[config.mk]
export PLATFORM = sky130hd
export DESIGN_NAME = ysyx_25050147_ctrl
export DESIGN_NICKNAME = d
export VERILOG_FILES = /design/src/rtl/ysyx_25050147_ctrl.sv
export SDC_FILE = /design/constraint.sdc
export NUM_CORES = 1
export LEC_CHECK = 0
export BUFFER_PORTS_ARGS = -buffer_cell sky130_fd_sc_hd__buf_4
export CORE_UTILIZATION = 47
export DETAILED_ROUTE_END_ITERATION = 16
export PLACE_DENSITY = 0.77
export SETUP_SLACK_MARGIN = 0.02
export SYNTH_ARGS = -nofsm -noshare
export SYNTH_HDL_FRONTEND = slang
export SYNTH_SLANG_ARGS = --single-unit
[constraint.sdc]
create_clock -name clk -period 1.85 [get_ports clk]
set_clock_uncertainty 0.15 [all_clocks]
set_input_delay 0.0925 -clock clk [delete_from_list [all_inputs] [get_ports clk]]
set_output_delay 0.0925 -clock clk [all_outputs]
set_load 0.01 [all_outputs]
[src/rtl/ysyx_25050147_ctrl.sv]
// ysyx_25050147_ctrl: multi-cycle control FSM for a single-issue core.
// Sequences fetch -> decode/execute -> optional memory access and emits the
// PC / register-file / instruction-register strobes plus a retired counter.
// Optional macro YSYX_25050147_CTRL_TIMEOUT_EN adds a response-wait watchdog
// that parks the block in an error state when a response never arrives.
module ysyx_25050147_ctrl #(
    parameter int TIMEOUT_CYCLES = 255
) (
    input  logic        clk,
    input  logic        rst,
    output logic        ifu_req_valid,
    input  logic        ifu_req_ready,
    input  logic        ifu_resp_valid,
    output logic        inst_we,
    input  logic [4:0]  op_type,
    input  logic        br_taken,
    output logic        pc_we,
    output logic [1:0]  pc_sel,
    output logic        rf_we,
    output logic        lsu_req_valid,
    output logic        lsu_req_wen,
    input  logic        lsu_req_ready,
    input  logic        lsu_resp_valid,
    output logic        halt,
    output logic        err,
    output logic [31:0] instret
);

    localparam logic [4:0] OP_EBREAK = 5'd0;
    localparam logic [4:0] OP_JUMP   = 5'd1;
    localparam logic [4:0] OP_ELSE   = 5'd2;
    localparam logic [4:0] OP_STORE  = 5'd4;
    localparam logic [4:0] OP_LOAD   = 5'd8;
    localparam logic [4:0] OP_BRANCH = 5'd16;

    // Reject configurations the 8-bit wait counter cannot represent.
    if (TIMEOUT_CYCLES < 1 || TIMEOUT_CYCLES > 255) begin : g_bad_timeout
        $error("TIMEOUT_CYCLES must be within 1..255");
    end

    typedef enum logic [2:0] {
        S_FETCH,
        S_IWAIT,
        S_EXEC,
        S_MREQ,
        S_MWAIT,
        S_HALT
`ifdef YSYX_25050147_CTRL_TIMEOUT_EN
        , S_ERR
`endif
    } state_t;

    state_t      state, state_nxt;
    logic [4:0]  op_q;
    logic [31:0] instret_q;

`ifdef YSYX_25050147_CTRL_TIMEOUT_EN
    localparam logic [8:0] TO_LIM = 9'(TIMEOUT_CYCLES);
    logic [7:0] to_cnt;
    logic       to_hit;

    // Limit reached when this waiting cycle is the TIMEOUT_CYCLES-th one.
    assign to_hit = ({1'b0, to_cnt} + 9'd1) >= TO_LIM;

    // Wait counter: cleared on entering a wait state, counts idle wait cycles.
    always_ff @(posedge clk) begin
        if (rst)
            to_cnt <= 8'd0;
        else if (state_nxt != state && (state_nxt == S_IWAIT || state_nxt == S_MWAIT))
            to_cnt <= 8'd0;
        else if (state == S_IWAIT || state == S_MWAIT)
            to_cnt <= to_cnt + 8'd1;
    end
`endif

    // State register.
    always_ff @(posedge clk) begin
        if (rst) state <= S_FETCH;
        else     state <= state_nxt;
    end

    // Capture the decoded class in EXEC so the memory phase knows load vs store.
    always_ff @(posedge clk) begin
        if (rst)                 op_q <= OP_EBREAK;
        else if (state == S_EXEC) op_q <= op_type;
    end

    // Retired-instruction counter, one per PC update; wraps naturally.
    always_ff @(posedge clk) begin
        if (rst)        instret_q <= 32'd0;
        else if (pc_we) instret_q <= instret_q + 32'd1;
    end

    assign instret = instret_q;

    // Next-state and strobes; everything forced low while rst is high.
    always_comb begin
        state_nxt     = state;
        ifu_req_valid = 1'b0;
        inst_we       = 1'b0;
        pc_we         = 1'b0;
        pc_sel        = 2'b00;
        rf_we         = 1'b0;
        lsu_req_valid = 1'b0;
        lsu_req_wen   = 1'b0;
        halt          = 1'b0;
        err           = 1'b0;
        if (!rst) begin
            case (state)
                S_FETCH: begin
                    ifu_req_valid = 1'b1;
                    if (ifu_req_ready) state_nxt = S_IWAIT;
                end
                S_IWAIT: begin
                    if (ifu_resp_valid) begin
                        inst_we   = 1'b1;
                        state_nxt = S_EXEC;
                    end
`ifdef YSYX_25050147_CTRL_TIMEOUT_EN
                    else if (to_hit) state_nxt = S_ERR;
`endif
                end
                S_EXEC: begin
                    state_nxt = S_FETCH;
                    case (op_type)
                        OP_ELSE: begin
                            rf_we = 1'b1;
                            pc_we = 1'b1;
                        end
                        OP_JUMP: begin
                            rf_we  = 1'b1;
                            pc_we  = 1'b1;
                            pc_sel = 2'b01;
                        end
                        OP_BRANCH: begin
                            pc_we  = 1'b1;
                            pc_sel = br_taken ? 2'b10 : 2'b00;
                        end
                        OP_LOAD, OP_STORE: state_nxt = S_MREQ;
                        OP_EBREAK:         state_nxt = S_HALT;
                        // Unknown encodings retire as a plain PC+4.
                        default:           pc_we = 1'b1;
                    endcase
                end
                S_MREQ: begin
                    lsu_req_valid = 1'b1;
                    lsu_req_wen   = (op_q == OP_STORE);
                    if (lsu_req_ready) state_nxt = S_MWAIT;
                end
                S_MWAIT: begin
                    if (lsu_resp_valid) begin
                        pc_we     = 1'b1;
                        rf_we     = (op_q == OP_LOAD);
                        state_nxt = S_FETCH;
                    end
`ifdef YSYX_25050147_CTRL_TIMEOUT_EN
                    else if (to_hit) state_nxt = S_ERR;
`endif
                end
                S_HALT: halt = 1'b1;
`ifdef YSYX_25050147_CTRL_TIMEOUT_EN
                S_ERR: begin
                    halt = 1'b1;
                    err  = 1'b1;
                end
`endif
                default: state_nxt = S_FETCH;
            endcase
        end
    end

endmodule

==> metrics <==
period utilization 98.1%; Min-Delay Path Class primary input to flop; Synth area leader dfxtp_1; buffer depth of the longest clock path 2; Crit path arrival time 1890 ps; clock sink count 40; clk slew on worst S/H paths 80 ps; r2r setup slk 40 ps; DR WL/cell 15.9 um; post-synthesis adder-cell area fraction 0.609%; Critical Path RT 1930 ps; internal power 1.35 mW; share of layout cells above drive strength 1 41.0%; Final min period 1810 ps; status completed; setup tns final 0 ps; Post-Syn Area 2050 sq um; Power Density 571 nW/um^2; Root Driver clkbuf_8; Via density 5.68; vias 2151; Post-DP HPWL 3900 um; gr usage total 25.5%; diode count 0; Psw 0.409 mW; final setup vio count 0; Rows 23; Reg power frac 49.6%; Die Width 68.1 um; Yosys cell types 41; post-synthesis average cell area 8.41 sq um; Worst path slowest cell or3_4; CP startpoint kind flop; chip height 68.1 um; Area Growth Syn to Fin 50.0%; initial antenna violation count 0; max-cap violation count 0; Placer Congestion 0.801; Cells after Synth 244; Final Hold Fails 0; synth cell count leaders 40 x dfxtp_1, 40 x nor2_1, 18 x xnor2_1, 16 x nand4_1, 13 x clkbuf_1; number of synthesized flops with an enable pin 0; register bit total from synthesis 40; cell area after layout 3080 sq um; Synth Area in Compound Gates 5.61%; crit path kind flop to flop; FMAX 551 MHz; CTS tree built; Nets 341; final antenna-violating net count 0; Final Max Tran Viols 0; Main synth FF type dfxtp_1; Simple-Gate Fraction of Synth Area 34.6%; # DRC 0; initial core utilization 50.2%; Critical Path End Type flop; switching part of the total 23.3%; Leakage Power 1.26 nW; H-tree levels 2; CTS buffer count 5; Routed WL 6010 um; largest family of logic cells by synthesized area simple AND/OR/NAND/NOR gates; sequential area share after synthesis 39.0%; DR iter-0 viols 87; # IOs 54; CP delay by family, top simple AND/OR/NAND/NOR gates; Synth area leaders dfxtp_1 39%, xnor2_1 7.7%, nor2_1 7.3%; XOR/XNOR Fraction of Synth Area 12.4%; core area 4090 sq um; global-route wire length before repair 8740 um; crit path max fanout 5; top-area cell type share of the netlist area 39.0%; syn nets 257; Skew-Pair Late Insertion Delay 290 ps; GRT overflow 0; DRT Pass-1 Iters 4; combinational power share 10.4%; die area 4640 sq um; Clock power frac 39.9%; Peak supply drop 0.535 mV; largest net degree at the start of global routing 40; mux contribution to synthesized area 3.41%; Yosys Warn Count 0; Port-buffer cells 52; RSZ-0062 raised after global routing true; Critical Path Max Stage Delay 380 ps; Worst Path Buf+Inv 0; Post-synth ARST share 0%; placed cell area 2730 sq um; crit path cell chain nand4_4, or2_4, or3_4, or3_1, a21oi_1; vias in the first global route 1986
[tightest hold or removal path, cell delays in order]
cell and delay (ps):
buf_4 110, mux2i_1 160, a221oi_1 110
[worst paths after layout]
check	start	to	depth (start not counted)
setup / recovery	instret[6]	instret[31]	5
hold / removal	ifu_req_ready	state[0]	3
setup reg to reg	instret[6]	instret[31]	5
hold reg to reg	op_q[4]	op_q[4]	2
[power groups by stage]
stage / logic [mW] / registers, mW / clock network (mW)
finish: 0.183 / 0.873 / 0.702
global route: 0.200 / 0.875 / 0.735
floorplan: 0.0949 / 0.893 / 0
detailed placement: 0.160 / 0.892 / 0
global placement: 0.159 / 0.892 / 0
CTS: 0.174 / 0.872 / 0.707
[through the flow]
| stage | utilization [%] | instances | setup WS (ps) | hold slack [ps] | power [mW] |
|---|---|---|---|---|---|
| global route | 75.4 | 379 | -81.5 | 84.1 | 1.81 |
| CTS | 71.7 | 375 | 32.6 | 62.9 | 1.75 |
| detailed placement | 66.8 | 360 | -8.21 | 206 | 1.05 |
| global placement | 66.8 | 360 | 53.3 | 201 | 1.05 |
| floorplan | - | 244 | 21.9 | 89.7 | 0.988 |
| finish | 75.4 | 379 | 35.3 | 61.3 | 1.76 |
[logic make-up after synthesis]
group,Yosys count
and+or+nand+nor,129
DFF,40
xor gates and xnor gates,29
buffers and inverters,19
AOI/OAI and AO/OA,18
muxes,7
adders and majority gates,1
other,1
[what timing repair did]
action | in CTS | in global routing
pin swaps | 3 | 2
resized for setup | 5 | 22
endpoints found under the setup margin | 5 | 16
setup buffers | 0 | 4
hold buffers | 7 | 0
hold endpoints to repair | 7 | 0
[sequential cells by signal, indices dropped and copies added (netlist names)]
| name | flops |
|---|---|
| state | 3 |
| instret | 32 |
| op_q | 5 |
[final cells by class]
class / count / area (sq um)
well taps: 50 / 62.6
flip-flops and latches: 40 / 837
fillers: 294 / 1010
repair buffers: 96 / 742
clock buffers: 6 / 72.6
clock inverters: 2 / 35.0
multi-input cells: 185 / 1330
[cells in the final DEF (no fill, tap or decap), types with 6 or more instances in the layout]
master         synthesis  routed
nor3_1                10      10
nand4_1               16      16
dfxtp_4                0       7
xor2_1                11      11
dfxtp_2                0       8
dlygate4sd3_1          0       7
xnor2_1               18      18
dfxtp_1               40      25
nand3_1               10       9
and3_1                 8       7
nor4_2                 0       6
mux2i_1                7       7
nor2_1                40      40
buf_4                  1      88
nand2_1               10      10
[metal layers]
| metal | share of wire [%] | vias up | global-route usage (%) |
|---|---|---|---|
| li1 | - | 1039 | - |
| met1 | 41 | 1005 | 29.5 |
| met2 | 50 | 86 | 44.5 |
| met3 | 5.8 | 21 | 3.50 |
| met4 | 3.4 | 0 | 14.6 |
| met5 | 0 | - | 0 |
(Power assumes the default switching activity.)
